`config.mk`:
```
export PLATFORM = sky130hd
export DESIGN_NAME = mgr_noc_dp_arb
export DESIGN_NICKNAME = d
export VERILOG_FILES = /design/src/rtl/mgr_noc_dp_arb_pkg.sv /design/src/rtl/mgr_noc_dp_arb_rr_arb_pick.sv /design/src/rtl/mgr_noc_dp_arb.sv
export SDC_FILE = /design/constraint.sdc
export NUM_CORES = 1
export LEC_CHECK = 0
export CAP_MARGIN = 20
export CORE_ASPECT_RATIO = 0.8
export CORE_MARGIN = 1.5
export CORE_UTILIZATION = 35
export DETAILED_ROUTE_END_ITERATION = 12
export GPL_ROUTABILITY_DRIVEN = 1
export PLACE_DENSITY = 0.83
export SYNTH_ARGS = -nofsm -noshare
export SYNTH_HDL_FRONTEND = slang
export SYNTH_SLANG_ARGS = --single-unit
```
`constraint.sdc`:
```
create_clock -name clk -period 2.3 [get_ports clk]
set_input_delay 0.345 -clock clk [delete_from_list [all_inputs] [get_ports clk]]
set_output_delay 0.345 -clock clk [all_outputs]
set_load 0.03 [all_outputs]
```
`src/rtl/mgr_noc_dp_arb_pkg.sv`:
```
// Shared manager definitions: stream cntl codes, arbiter states,
// default data-path widths and the round-robin pointer helper.
package mgr_noc_dp_arb_pkg;

   localparam logic [1:0] CNTL_MOD     = 2'b00;
   localparam logic [1:0] CNTL_SOD     = 2'b01;
   localparam logic [1:0] CNTL_EOD     = 2'b10;
   localparam logic [1:0] CNTL_SOD_EOD = 2'b11;

   localparam int STACK_UP_DATA_W   = 64;
   localparam int STACK_DOWN_TAG_W  = 8;

   typedef enum logic {
      ST_IDLE = 1'b0,
      ST_BUSY = 1'b1
   } arb_state_e;

   function automatic int unsigned rr_next(
      input int unsigned idx,
      input int unsigned n
   );
      return (idx + 1 >= n) ? 0 : idx + 1;
   endfunction

endpackage

```
`src/rtl/mgr_noc_dp_arb_rr_arb_pick.sv`:
```
// Combinational round-robin picker: first set req bit at or above
// ptr, wrapping modulo N.
module rr_arb_pick #(
   parameter int N     = 2,
   parameter int IDX_W = (N > 1) ? $clog2(N) : 1
) (
   input  logic [N-1:0]     req,
   input  logic [IDX_W-1:0] ptr,
   output logic             gnt_valid,
   output logic [IDX_W-1:0] gnt_idx
);

   logic [IDX_W-1:0] w_idx;

   // Walk from the farthest offset down so the nearest hit wins.
   always_comb begin
      gnt_valid = 1'b0;
      gnt_idx   = '0;
      w_idx     = '0;
      for (int i = N - 1; i >= 0; i--) begin
         w_idx = IDX_W'((32'(ptr) + 32'(i)) % N);
         if (req[w_idx]) begin
            gnt_valid = 1'b1;
            gnt_idx   = w_idx;
         end
      end
   end

endmodule

```
`src/rtl/mgr_noc_dp_arb.sv`:
```
// Packet-level round-robin arbiter sharing the manager NoC
// data-path transmit port, with a one-beat output register.
module mgr_noc_dp_arb
   import mgr_noc_dp_arb_pkg::*;
#(
   parameter int NUM_REQ = 2,
   parameter int DATA_W  = STACK_UP_DATA_W,
   parameter int TAG_W   = STACK_DOWN_TAG_W,
   parameter int SRC_W   = $clog2(NUM_REQ)
) (
   input  logic                      clk,
   input  logic                      reset_poweron,
   input  logic [NUM_REQ-1:0]        req__arb__valid,
   input  logic [2*NUM_REQ-1:0]      req__arb__cntl,
   input  logic [DATA_W*NUM_REQ-1:0] req__arb__data,
   input  logic [TAG_W*NUM_REQ-1:0]  req__arb__tag,
   output logic [NUM_REQ-1:0]        arb__req__ready,
   output logic                      arb__noc__dp_valid,
   output logic [1:0]                arb__noc__dp_cntl,
   output logic [DATA_W-1:0]         arb__noc__dp_data,
   output logic [TAG_W-1:0]          arb__noc__dp_tag,
   output logic [SRC_W-1:0]          arb__noc__dp_srcId,
   input  logic                      noc__arb__dp_ready,
   output logic                      arb__sys__err,
   input  logic                      sys__arb__err_clr
);

   arb_state_e         r_state;
   arb_state_e         w_state_nxt;
   logic [SRC_W-1:0]   r_owner;
   logic [SRC_W-1:0]   w_owner_nxt;
   logic [SRC_W-1:0]   r_ptr;
   logic [SRC_W-1:0]   w_ptr_nxt;

   logic               w_gnt_valid;
   logic [SRC_W-1:0]   w_gnt_idx;
   logic [SRC_W-1:0]   w_sel;
   logic [SRC_W-1:0]   w_sel_inc;
   logic               w_sel_valid;
   logic               w_out_free;
   logic               w_acc;
   logic               w_fwd;
   logic               w_err;
   logic [1:0]         w_cntl;
   logic [DATA_W-1:0]  w_data;
   logic [TAG_W-1:0]   w_tag;

   logic               r_valid;
   logic [1:0]         r_cntl;
   logic [DATA_W-1:0]  r_data;
   logic [TAG_W-1:0]   r_tag;
   logic [SRC_W-1:0]   r_src;
   logic               r_err;

   rr_arb_pick #(
      .N     (NUM_REQ),
      .IDX_W (SRC_W)
   ) u_pick (
      .req       (req__arb__valid),
      .ptr       (r_ptr),
      .gnt_valid (w_gnt_valid),
      .gnt_idx   (w_gnt_idx)
   );

   assign w_out_free  = !r_valid || noc__arb__dp_ready;
   assign w_sel       = (r_state == ST_BUSY) ? r_owner : w_gnt_idx;
   assign w_sel_valid = (r_state == ST_BUSY) ? req__arb__valid[r_owner]
                                             : w_gnt_valid;
   assign w_sel_inc   = SRC_W'(rr_next(32'(w_sel), NUM_REQ));

   // Ready never depends on payload; held low while reset is asserted.
   assign w_acc           = reset_poweron && w_out_free && w_sel_valid;
   assign arb__req__ready = w_acc ? (NUM_REQ'(1) << w_sel) : '0;

   assign w_cntl = req__arb__cntl[32'(w_sel)*2 +: 2];
   assign w_data = req__arb__data[32'(w_sel)*DATA_W +: DATA_W];
   assign w_tag  = req__arb__tag[32'(w_sel)*TAG_W +: TAG_W];

   always_comb begin
      w_state_nxt = r_state;
      w_owner_nxt = r_owner;
      w_ptr_nxt   = r_ptr;
      w_fwd       = 1'b0;
      w_err       = 1'b0;
      if (w_acc) begin
         unique case (r_state)
            ST_IDLE: begin
               case (w_cntl)
                  CNTL_SOD: begin
                     w_fwd       = 1'b1;
                     w_owner_nxt = w_sel;
                     w_state_nxt = ST_BUSY;
                  end
                  CNTL_SOD_EOD: begin
                     w_fwd     = 1'b1;
                     w_ptr_nxt = w_sel_inc;
                  end
                  default: begin
                     w_err     = 1'b1;
                     w_ptr_nxt = w_sel_inc;
                  end
               endcase
            end
            ST_BUSY: begin
               w_fwd = 1'b1;
               case (w_cntl)
                  CNTL_EOD: begin
                     w_state_nxt = ST_IDLE;
                     w_ptr_nxt   = w_sel_inc;
                  end
                  CNTL_MOD: ;
                  default:  w_err = 1'b1;
               endcase
            end
            default: ;
         endcase
      end
   end

   always_ff @(posedge clk or negedge reset_poweron) begin
      if (!reset_poweron) begin
         r_state <= ST_IDLE;
         r_owner <= '0;
         r_ptr   <= '0;
      end else begin
         r_state <= w_state_nxt;
         r_owner <= w_owner_nxt;
         r_ptr   <= w_ptr_nxt;
      end
   end

   always_ff @(posedge clk or negedge reset_poweron) begin
      if (!reset_poweron) begin
         r_valid <= 1'b0;
         r_cntl  <= '0;
         r_data  <= '0;
         r_tag   <= '0;
         r_src   <= '0;
      end else if (w_fwd) begin
         r_valid <= 1'b1;
         r_cntl  <= w_cntl;
         r_data  <= w_data;
         r_tag   <= w_tag;
         r_src   <= w_sel;
      end else if (noc__arb__dp_ready) begin
         r_valid <= 1'b0;
      end
   end

   // A new error in the same cycle as a clear keeps the flag set.
   always_ff @(posedge clk or negedge reset_poweron) begin
      if (!reset_poweron) begin
         r_err <= 1'b0;
      end else if (w_err) begin
         r_err <= 1'b1;
      end else if (sys__arb__err_clr) begin
         r_err <= 1'b0;
      end
   end

   assign arb__noc__dp_valid = r_valid;
   assign arb__noc__dp_cntl  = r_cntl;
   assign arb__noc__dp_data  = r_data;
   assign arb__noc__dp_tag   = r_tag;
   assign arb__noc__dp_srcId = r_src;
   assign arb__sys__err      = r_err;

endmodule
```
==> results.yml <==
placement:
  port_buffers: 232
  routabilityCongestion: 0.726
  place_ws_ps: -151
  dp_hpwl_mm: 8.36
  placed_cells: 648
cells_and_area:
  fill_cells: 861
  register_area_um2: 2000
  multi_input_area_um2: 1920
  num-nets-final: 670
  final_cells: 665
  layout-drive-gt1-share_pct: 21.3
  area_delta_synth_final_pct: 71.6
  diodes: 0
clock_tree:
  h-tree-depth: 3
  cts_tree: "built"
  cts_inserted_buffers: 9
  clockBufferDepth: 2
  clk_latency_ps: 330
  root_buffer: "clkbuf_16"
  cts.sinks: 80
  cts.clk_slew.worst_paths_ps: 60
floorplan:
  fp.dieW_um: 123
  core_area_um2: 11000
  ioPinCount: 233
  rows: 34
  initial_core_util_pct: 36.5
  fp.dieArea_um2: 12200
  die-height_um: 98.9
setup_path:
  max_stage_delay_ps: 550
  worstSetupPathType: "input port to output port"
  worstPathMaxFanout: 30
  crit_required_ps: 1960
  critPathCaptureType: "output port"
  cp-start-kind: "input port"
  cp.arrival_ps: 1850
  cpMaxStageDelayCell: "clkdlybuf4s50_1"
  path_cells: "clkdlybuf4s50_1 > nand2b_4 > o21ai_4 > buf_4 > buf_12 > nor2b_4 > buf_12"
  crit_top_cell: "buf_12"
sta:
  hold_viol_final: 0
  worst_hold_slack_ps: 65.1
  rsz0062_at_grt: "no"
  drv_slew: 0
  slew-limit-headroom_pct: 63.7
  fin_crit_sh_pct: 95.3
  fin_skew_ps: 4.75
  finalCriticalPeriod_ps: 2190
  worstMarginPinSlew_ps: 544
  setup_violations: 0
  fmax_mhz: 456
  postLayoutSetupSlackWorst_ps: 108
  tns_ps: 0
global_routing:
  grt_pass1_vias: 3457
  gr-total-overflow: 0
  grt_max_degree: 81
  grt_usage_pct: 18.2
  grt_pass1_wl_mm: 16.9
  antenna_found_initial: 1
run:
  drv_cap: 0
min_path:
  min_path_type: "input port to asynchronous set/reset pin"
pwr:
  p_leak_nw: 2.77
  ir_drop_mv: 0.592
  p_per_area_nw_per_um2: 1250
drt:
  ant_nets: 0
  drt-initial-drc-count: 58
  wl_mm: 10.8
  remaining_drc_errors: 0
  vias: 3120
  wl_met1_mm: 3.91
  viasPerCell: 4.69
  dr.pass1.iters: 4
  met3_length_um: 955
  post_drt_wl_per_cell_um: 16.3
  met2WireLength_mm: 5.74
  dr.max_layer_used: "met4"
synthesis:
  synth_seq_cells: 80
  syn_inst: 276
  netlist_area_um2: 4030
  ys_warn_count: 0
  synth_cell_types: 26
  avgSynthCellArea_um2: 14.6
  syn_nets: 430
  synth_seq_area_share_pct: 49.7
status:
  status: "complete, no violations"
==> timing repair <==
action                                  CTS  global route
buffers inserted                          0             0
hold buffers                              0             0
gates resized for setup                   1             1
endpoints found under the setup margin    1             1
==> cells by family (layout without fill, tap and decap cells) <==
family / after synthesis / after routing / share of synthesized area (%)
muxes: 153 / 153 / 42.8
DFF: 80 / 80 / 49.7
buffers and inverters: 18 / 263 / 2.98
and+or+nand+nor: 14 / 14 / 2.18
AOI/OAI and AO/OA: 10 / 10 / 2.08
xor gates and xnor gates: 1 / 1 / 0.218
==> cell type report <==
cell class	count	area share (%)
repair buffers	246	36.1
clock inverters	5	0.797
inverters	1	0.0544
flip-flops and latches	80	29.0
multi-input cells	178	27.8
well taps	144	2.61
clock buffers	11	3.66
==> cells in the final DEF (no fill, tap or decap) <==
| cell type | Yosys | layout |
|---|---|---|
| a211oi_1 | 1 | 1 |
| a21o_1 | 1 | 1 |
| a22o_1 | 1 | 1 |
| a2bb2oi_1 | 1 | 1 |
| buf_12 | 0 | 4 |
| buf_16 | 0 | 1 |
| buf_4 | 3 | 12 |
| bufinv_16 | 0 | 1 |
| clkbuf_16 | 0 | 9 |
| clkbuf_8 | 0 | 2 |
| clkdlybuf4s50_1 | 0 | 229 |
| clkinv_2 | 0 | 2 |
| clkinvlp_4 | 0 | 2 |
| dfrtp_1 | 80 | 80 |
| inv_1 | 1 | 1 |
| mux2_1 | 76 | 76 |
| mux2_2 | 73 | 73 |
| mux2_4 | 1 | 1 |
| mux2i_1 | 3 | 3 |
| nand2_1 | 2 | 2 |
| nand2b_1 | 5 | 5 |
| nand2b_4 | 1 | 1 |
| nor2_1 | 1 | 1 |
| nor2b_1 | 4 | 3 |
| nor2b_4 | 0 | 1 |
| nor4_1 | 1 | 1 |
| o2111ai_1 | 1 | 1 |
| o21ai_0 | 1 | 1 |
| o21ai_4 | 1 | 1 |
| o21bai_1 | 2 | 1 |
| o21bai_4 | 0 | 1 |
| o22ai_1 | 1 | 1 |
| xnor2_1 | 1 | 1 |
==> path summary, 6_finish.rpt <==
path	start	endpoint	slack, ps	depth (start not counted)
min in group clk	arb__noc__dp_data[58]$_DFFE_PN0P_	arb__noc__dp_data[58]$_DFFE_PN0P_	490	1
setup reg to reg	r_state$_DFFE_PN0P_	arb__noc__dp_data[14]$_DFFE_PN0P_	260	5
setup / recovery	req__arb__valid[1]	arb__req__ready[1]	110	7
hold / removal	reset_poweron	arb__noc__dp_data[51]$_DFFE_PN0P_	70	2
max in group asynchronous	reset_poweron	arb__noc__dp_data[32]$_DFFE_PN0P_	1660	3
hold reg to reg	arb__noc__dp_data[58]$_DFFE_PN0P_	arb__noc__dp_data[58]$_DFFE_PN0P_	490	1
==> metal layers <==
layer  track usage, %  vias up
li1                 -     1475
met1             18.4     1489
met2             34.1      135
met3             6.25       21
met4             6.44        0
met5                0        -
==> power breakdown <==
part	switching, mW	internal, mW	leakage [nW]
combinational	2.44	2.29	1.68
clock	0.553	0.895	0.148
sequential	0.370	2.11	0.940
==> critical path: cells and delay by family <==
family                 cells  cell delay (ps)
buffers and inverters      4             1070
and+or+nand+nor            2              270
AOI/OAI and AO/OA          1              150
==> cells in the mapped netlist, drive strengths merged <==
library cell,number,area (um2)
o21ai,2,21.3
mux2i,3,30.0
dfrtp,80,2000
xnor2,1,8.76
o2111ai,1,8.76
nor2,1,3.75
nor4,1,6.26
mux2,150,1690
a211oi,1,7.51
buf,11,93.8
a21o,1,7.51
clkbuf,6,22.5
a2bb2oi,1,8.76
nor2b,4,25.0
nand2b,6,45.0
nand2,2,7.51
inv,1,3.75
o21bai,2,15.0
o22ai,1,6.26
a22o,1,8.76
==> metrics by stage <==
| stage | total power, mW | area, um2 | util, % |
|---|---|---|---|
| after floorplan | 5.15 | 4030 | - |
| after global placement | 7.15 | 6560 | 59.6 |
| after detailed placement | 7.28 | 6560 | 59.6 |
| after CTS | 8.78 | 6870 | 62.4 |
| after global routing | 9.12 | 6910 | 62.7 |
| final | 8.66 | 6910 | 62.7 |
==> sequential cells by signal, indices dropped and copies added (netlist names) <==
name	count
arb__noc__dp_cntl	2
arb__noc__dp_data	64
arb__noc__dp_srcId	1
arb__noc__dp_tag	8
arb__noc__dp_valid	1
arb__sys__err	1
r_owner	1
r_ptr	1
r_state	1
(Power assumes the default switching activity.)
